==> src/rtl/alu_pkg.sv <==
// Shared encodings for the arithmetic unit and the MULTU/DIVU sequencer.
package alu_pkg;

  localparam logic [3:0] ALU_ADD = 4'b0000;
  localparam logic [3:0] ALU_SUB = 4'b0010;
  localparam logic [3:0] ALU_SLT = 4'b1010;

  localparam logic OP_MULTU = 1'b0;
  localparam logic OP_DIVU  = 1'b1;

  typedef enum logic [1:0] {
    IDLE = 2'd0,
    MUL  = 2'd1,
    DIV  = 2'd2,
    DONE = 2'd3
  } state_t;

endpackage

==> src/rtl/alu_muldiv_sequencer.sv <==
// Multi-cycle unsigned MULTU/DIVU built on the shared add/sub unit, one iteration per clock.
//
// state | meaning
// IDLE  | waiting for start; arithmetic unit released (busy = 0)
// MUL   | shift-add multiply, 32 iterations
// DIV   | restoring divide, 32 iterations
// DONE  | one-cycle done pulse, hi/lo final
module alu_muldiv_sequencer
  import alu_pkg::*;
#(
  parameter int WIDTH = 32,
  parameter int CNT_W = 5
) (
  input  logic             clk,
  input  logic             rst_n,
  input  logic             start,
  input  logic             op,
  input  logic [WIDTH-1:0] src_a,
  input  logic [WIDTH-1:0] src_b,
  output logic             busy,
  output logic             done,
  output logic             div_zero,
  output logic [WIDTH-1:0] hi,
  output logic [WIDTH-1:0] lo,
  output logic [WIDTH-1:0] alu_a,
  output logic [WIDTH-1:0] alu_b,
  output logic [3:0]       alu_op,
  input  logic [WIDTH-1:0] alu_result
);

  state_t             state_q, state_d;
  logic [CNT_W-1:0]   cnt_q, cnt_d;
  logic [WIDTH-1:0]   hi_q, hi_d;
  logic [WIDTH-1:0]   lo_q, lo_d;
  logic [WIDTH-1:0]   opnd_q, opnd_d;
  logic               dz_q, dz_d;
  logic [WIDTH-1:0]   rs;
  logic               ge;
  logic               carry;

  always_ff @(posedge clk) begin
    if (!rst_n) begin
      state_q <= IDLE;
      cnt_q   <= '0;
      hi_q    <= '0;
      lo_q    <= '0;
      opnd_q  <= '0;
      dz_q    <= 1'b0;
    end else begin
      state_q <= state_d;
      cnt_q   <= cnt_d;
      hi_q    <= hi_d;
      lo_q    <= lo_d;
      opnd_q  <= opnd_d;
      dz_q    <= dz_d;
    end
  end

  always_comb begin
    state_d = state_q;
    cnt_d   = cnt_q;
    hi_d    = hi_q;
    lo_d    = lo_q;
    opnd_d  = opnd_q;
    dz_d    = dz_q;
    alu_a   = '0;
    alu_b   = '0;
    alu_op  = ALU_ADD;
    // hi/lo double as P_hi/P_lo (multiply) and R/Q (divide); opnd holds M or D.
    rs      = {hi_q[WIDTH-2:0], lo_q[WIDTH-1]};
    ge      = hi_q[WIDTH-1] | (rs >= opnd_q);
    carry   = (alu_result < hi_q);
    case (state_q)
      IDLE: begin
        if (start) begin
          cnt_d = '0;
          dz_d  = 1'b0;
          if (op == OP_DIVU && src_b == '0) begin
            hi_d    = src_a;
            lo_d    = '1;
            dz_d    = 1'b1;
            state_d = DONE;
          end else if (op == OP_DIVU) begin
            hi_d    = '0;
            lo_d    = src_a;
            opnd_d  = src_b;
            state_d = DIV;
          end else begin
            hi_d    = '0;
            lo_d    = src_b;
            opnd_d  = src_a;
            state_d = MUL;
          end
        end
      end
      MUL: begin
        alu_a = hi_q;
        alu_b = opnd_q;
        if (lo_q[0]) {hi_d, lo_d} = {carry, alu_result, lo_q[WIDTH-1:1]};
        else         {hi_d, lo_d} = {1'b0, hi_q, lo_q[WIDTH-1:1]};
        cnt_d = cnt_q + CNT_W'(1);
        if (cnt_q == '1) state_d = DONE;
      end
      DIV: begin
        alu_a  = rs;
        alu_b  = opnd_q;
        alu_op = ALU_SUB;
        hi_d   = ge ? alu_result : rs;
        lo_d   = {lo_q[WIDTH-2:0], ge};
        cnt_d  = cnt_q + CNT_W'(1);
        if (cnt_q == '1) state_d = DONE;
      end
      DONE: state_d = IDLE;
      default: state_d = IDLE;
    endcase
  end

  assign busy     = (state_q != IDLE);
  assign done     = (state_q == DONE);
  assign div_zero = dz_q;
  assign hi       = hi_q;
  assign lo       = lo_q;

endmodule

==> config.mk <==
export PLATFORM = sky130hd
export DESIGN_NAME = alu_muldiv_sequencer
export DESIGN_NICKNAME = d
export VERILOG_FILES = /design/src/rtl/alu_pkg.sv /design/src/rtl/alu_muldiv_sequencer.sv
export SDC_FILE = /design/constraint.sdc
export NUM_CORES = 1
export LEC_CHECK = 0
export ABC_CLOCK_PERIOD_IN_PS = 2700
export CORE_ASPECT_RATIO = 1.25
export CORE_MARGIN = 2
export CORE_UTILIZATION = 49
export CTS_BUF_LIST = sky130_fd_sc_hd__clkbuf_4
export CTS_CLUSTER_DIAMETER = 150
export DETAILED_ROUTE_END_ITERATION = 10
export DONT_BUFFER_PORTS = 1
export PLACE_DENSITY_LB_ADDON = 0.08
export SETUP_SLACK_MARGIN = 0.15
export SLEW_MARGIN = 20
export SYNTH_ARGS = -nofsm -noshare
export SYNTH_HDL_FRONTEND = slang
export SYNTH_SLANG_ARGS = --single-unit
==> constraint.sdc <==
create_clock -name clk -period 2.7 [get_ports clk]
set_input_delay 0.27 -clock clk [delete_from_list [all_inputs] [get_ports clk]]
set_output_delay 0.27 -clock clk [all_outputs]
set_load 0.05 [all_outputs]
==> results.yml, run 1 <==
sta:
  rsz0062_at_grt: "yes"
  drv_slew: 0
  maxSlewHeadroom_pct: 55.40
  fin_skew_ns: 0.02509
  period_share_pct: 94.85
  hold_viol: 0
  period_needed_ns: 2.561
  setup_viol: 0
  setup-tns-final_ns: 0
  tightest_slew_ns: 0.6681
  fmaxAchievable_ghz: 0.3905
cts:
  cts_tree: "yes"
  clock_latency_ns: 0.50
  cts.reportedPaths.clkPinSlew_ns: 0.18
  postCtsSetupBuffers: 0
  clock_sinks: 104
  h-tree-depth: 3
  numCtsBuffers: 9
  cts_buffer_depth: 2
  root_buffer: "clkbuf_4"
outcome:
  status: "finished clean"
detailed_routing:
  first_iter_violations: 771
  drtAntennaViolNets: 0
  vias_per_cell: 6.133
  drc_errors: 0
  first_pass_iters: 5
  finalWirelength_um: 29880
  vias: 8856
  wl_per_cell_um: 20.69
layout:
  regArea_sq_um: 2091
  fillers: 1736
  stdcell_area_sq_um: 10350
  multiInputGateArea_sq_um: 6325
  drive_gt1_share_pct: 15.06
  syn_to_final_growth_pct: 15.41
  nets: 1379
synthesis:
  synthDistinctLibCells: 53
  synth_xor_xnor_area_share_pct: 0
  ys_async_sr_fraction_pct: 0
  synth_edf_count: 0
  syn_avg_cell_area_sq_um: 7.690
  synth_area_sq_um: 8966
  synth-simple-area-share_pct: 20.16
  synth_top_family_by_area: "compound AO/OA/AOI/OAI gates"
  synth_seq_area_share_pct: 23.22
  syn_inst: 1166
  synth_area_leader_cell: "dfxtp_1"
  synth-compound-area-share_pct: 28.06
  synth_seq_cells: 104
  synth_adder_area_share_pct: 9.629
  synth.top_cells.by_area: "dfxtp_1 23%, mux2i_1 11%, ha_1 9.6%"
  synthMuxAreaShare_pct: 10.61
  synth_top_cell_area_share_pct: 23.22
  ys.flop_type: "dfxtp_1"
  yosysWarnings: 0
critical_path:
  path_max_fanout: 64
  r2r_slack_ns: 0.28
  cp.required_ns: 2.43
  cp.arrival_ns: 2.29
  worst-setup-path-type: "reg2out"
  startpoint_type: "flop"
  critPathCaptureType: "primary output"
floorplan:
  die_w_um: 125.0
  start_util_pct: 49.73
  die_y_um: 155.2
  design.core.area_sq_um: 18030
  num_rows: 55
  io_pins: 235
  dieArea_sq_um: 19400
place:
  portBuffers: 0
  dpl.hpwl_um: 21170
  routabilityCongestion: 0.8529
  post_dp_cell_area_sq_um: 9778
power_and_ir_drop:
  vdd_drop_max_v: 0.001001
  p_total_uw: 13660
  powerDensity_nw_per_um2: 1320
  leakage_uw: 0.004311
global_routing:
  grt_pass1_wl_um: 46820
  antenna_found_initial: 1
  grtUsageTotal_pct: 29.64
  overflow: 0
  grt_start_max_net_pins: 132
  grt_pass1_vias: 8372
hold_path:
  hp-class: "in2reg"
job:
  cap_violations: 0
worst paths after layout:
check                                start          to  cells after the start
worst min register to register  opnd_q[23]  opnd_q[23]                      1
worst max register to register  opnd_q[31]       lo[0]                     10
worst min-delay path              src_a[6]   opnd_q[6]                      3
worst max-delay path            state_q[0]    alu_a[6]                      4
synth_stat cells, types with 3 or more instances:
library cell	count
and4_1	3
a22o_1	29
a31oi_1	31
buf_1	3
nor2b_1	38
nand2_1	90
nand4_1	10
clkbuf_1	79
a21oi_1	21
nand2b_1	3
a211oi_1	65
and2_1	33
o2111ai_1	3
a22oi_1	65
nand3_1	5
buf_2	13
nor2_1	132
a21o_1	3
o21ai_1	34
buf_4	6
inv_1	72
nor4_1	12
buf_8	3
mux2i_1	95
nor3b_1	32
a21boi_0	4
dfxtp_1	104
ha_1	69
o21ai_0	43
o211a_1	34
registers in the layout (all words and copies together), names as in the netlist:
name      count
div_zero      1
hi           32
lo           32
cnt_q         5
state_q       2
opnd_q       32
what timing repair did:
| item | CTS | global route |
|---|---|---|
| pin swaps | 0 | 1 |
| gates cloned | 0 | 1 |
| setup endpoints to repair | 37 | 96 |
| hold buffers | 35 | 0 |
| hold endpoints to repair | 104 | 0 |
| gates resized for setup | 2 | 20 |
per-layer routing:
metal | GRT usage [%] | share of wire [%] | vias to the layer above
met4 | 8.254 | 2.1 | 0
li1 | - | - | 4306
met1 | 42.25 | 45 | 4172
met2 | 44.07 | 44 | 342
met3 | 7.978 | 9.4 | 36
met5 | 0 | 0 | -
power by group:
part | internal, uW | switching (uW) | leakage, uW
Combinational | 3540 | 6030 | 0.00339
Clock | 216 | 558 | 0.0000648
Sequential | 2090 | 1230 | 0.000860
worst max-delay path, stage by stage, from the launching register on:
cell     delay (ns)
dfxtp_1        0.47
inv_1          0.15
ha_4           0.35
buf_12         0.26
nor2b_2        0.54
kinds of logic (layout without fill, tap and decap cells):
| family | count (synthesis) | in the layout |
|---|---|---|
| flops | 104 | 104 |
| simple gates | 369 | 369 |
| other cells | 1 | 4 |
| fa+ha+maj | 69 | 69 |
| compound gates | 351 | 351 |
| mux | 95 | 95 |
| buf+inv | 177 | 224 |
per-stage QoR:
step	hold WS, ns	worst slack (ns)	std cells	utilization, %
floorplan	0.4536	0.1608	1168	-
global placement	0.4058	0.3110	1391	54.23
detailed placement	0.4113	0.2389	1391	54.23
CTS	0.001251	0.1151	1442	56.97
global route	0.004856	0.01304	1444	57.39
finish	0.02929	0.1390	1444	57.39
placed cells by master, fill, tap and decap left out, types with 10 or more instances in the layout:
| cell type | n |
|---|---|
| dfxtp_1 | 97 |
| and2_2 | 12 |
| o21ai_0 | 43 |
| nor4_1 | 11 |
| nand4_1 | 10 |
| a21oi_1 | 21 |
| nand2_1 | 90 |
| o211a_1 | 34 |
| o21ai_1 | 33 |
| ha_1 | 66 |
| inv_1 | 72 |
| nor2b_2 | 27 |
| dlygate4sd3_1 | 34 |
| and2_1 | 21 |
| clkbuf_4 | 12 |
| a211oi_1 | 65 |
| nor3b_1 | 32 |
| a22o_1 | 29 |
| a22oi_1 | 64 |
| a31oi_1 | 31 |
| buf_4 | 90 |
| nor2_1 | 131 |
| mux2i_1 | 95 |
layout make-up:
type                    count  area share (%)
diodes                      1         0.02418
flip-flops and latches    104           20.21
inverters                  72           2.612
clock inverters             4          0.2056
repair buffers            136           12.20
multi-input cells         887           61.12
clock buffers              12          0.8706
well taps                 228           2.757
Power figures use the tool's default switching activity.
==> inputs of run 2 (changes only) <==
- ABC_CLOCK_PERIOD_IN_PS: 2700 -> 2520
- CORE_MARGIN: 2 -> default
- clock period: 2.7 -> 2.52 ns (I/O delays scaled with it)
==> results.yml, run 2 (synthesized netlist as in run 1, its figures left out) <==
global_routing:
  antenna_found_initial: 1
  grt_pass1_wl_um: 47360
  grtUsageTotal_pct: 32.27
  grt_pass1_vias: 8478
  overflow: 0
  grt_start_max_net_pins: 132
detailed_routing:
  drtAntennaViolNets: 0
  vias: 9215
  wl_per_cell_um: 21.31
  drc_errors: 0
  vias_per_cell: 6.222
  first_iter_violations: 889
  finalWirelength_um: 31550
  first_pass_iters: 6
floorplan:
  design.core.area_sq_um: 17700
  io_pins: 235
  die_w_um: 123.0
  num_rows: 54
  start_util_pct: 50.65
  die_y_um: 153.2
  dieArea_sq_um: 18850
power_and_ir_drop:
  powerDensity_nw_per_um2: 1455
  vdd_drop_max_v: 0.0009653
  leakage_uw: 0.004670
sta:
  drv_slew: 0
  setup-tns-final_ns: 0
  rsz0062_at_grt: "yes"
  fin_skew_ns: 0.02215
  maxSlewHeadroom_pct: 58.24
  hold_viol: 0
  setup_viol: 0
  period_needed_ns: 2.378
  hold_slack_ns: 0.01759
  fmaxAchievable_ghz: 0.4205
  period_share_pct: 94.36
  tightest_slew_ns: 0.6255
critical_path:
  startpoint_type: "flop"
  crit_top_cell: "nand4_1"
  critPathCaptureType: "flop"
  crit_path_top_delay_cell: "dfxtp_2"
  cp.arrival_ns: 2.82
  worst-setup-path-type: "reg2reg"
  path_max_fanout: 8
  cp.required_ns: 2.97
  cpPeakStageDelay_ns: 0.39
  path_cells: "inv_2 > ha_4 > nand4_1 > nor4_2 > nand4_1 > a21oi_2 > nor3_4 > buf_12 > clkbuf_16 > o2111ai_2 > o2111a_1"
cts:
  root_buffer: "clkbuf_4"
  h-tree-depth: 3
  cts_tree: "yes"
  cts_buffer_depth: 2
  cts.reportedPaths.clkPinSlew_ns: 0.18
  clock_sinks: 104
  numCtsBuffers: 9
  clock_latency_ns: 0.49
place:
  portBuffers: 0
  routabilityCongestion: 0.8621
  dpl.hpwl_um: 21390
outcome:
  status: "finished clean"
hold_path:
  hp-class: "in2reg"
layout:
  layout_commonest_cell: "nor2_1"
  syn_to_final_growth_pct: 26.77
  drive_gt1_share_pct: 19.28
  layout_common_cells: "131 x nor2_1, 94 x mux2i_1, 90 x nand2_1, 81 x buf_4, 69 x inv_1"
  nets: 1419
  fillers: 1575
job:
  cap_violations: 0
-- run 2: routing by layer --
layer	share of wire (%)	track usage (%)	wire length, um
met1	44	46.08	13830
met2	45	48.07	14180
met3	8.4	6.082	2635
met4	2.9	11.07	911
met5	0	0	0
-- run 2: report_power, final --
part	internal (uW)	switching, uW
logic	4870	6970
registers	2280	1350
clock network	421	641
-- run 2: cell type report --
cell class | count | area [sq um] | area share, %
Clock buffer | 10 | 75.07 | 0.6605
Antenna cell | 2 | 5.005 | 0.04403
Inverter | 72 | 270.3 | 2.378
Sequential cell | 104 | 2140 | 18.82
Clock inverter | 6 | 92.59 | 0.8146
Multi-Input combinational cell | 887 | 6573 | 57.83
Timing Repair Buffer | 176 | 1931 | 16.99
Tap cell | 224 | 280.3 | 2.466
-- run 2: what timing repair did --
action                     4_1_cts  5_1_grt
setup endpoints to repair       96       55
gates resized for setup          9       45
hold endpoints to repair       104        1
cloned                           1        4
hold buffers                    57        1
buffers inserted                 3       11
pin swaps                        3       33
-- run 2: path summary, 6_finish.rpt --
path         cells past startpoint  startpoint        end  slack, ns
max                             11  opnd_q[26]      lo[0]       0.14
max reg2reg                     11  opnd_q[26]      lo[0]       0.14
min                              3    src_a[2]  opnd_q[2]       0.02
min reg2reg                      1   opnd_q[3]  opnd_q[3]       0.52
-- run 2: through the flow --
stage	total power [uW]	cells	area (sq um)	setup WS, ns	utilization, %
after floorplan	11250	1168	9210	0.1555	-
after global routing	17530	1481	11370	0.02075	64.21
after global placement	13680	1386	10080	0.1354	56.96
after CTS	15300	1463	10960	0.1163	61.90
final	16530	1481	11370	0.1421	64.21
after detailed placement	13830	1386	10080	0.07981	56.96
-- run 2: critical path: cells and delay by family, from the launching register on --
| family | cells | cell delay (ns) |
|---|---|---|
| AND/OR/NAND/NOR | 4 | 0.72 |
| flip-flops | 1 | 0.39 |
| adder cells (fa/ha/maj) | 1 | 0.26 |
| buffers and inverters | 3 | 0.36 |
| AO/OA/AOI/OAI | 3 | 0.59 |
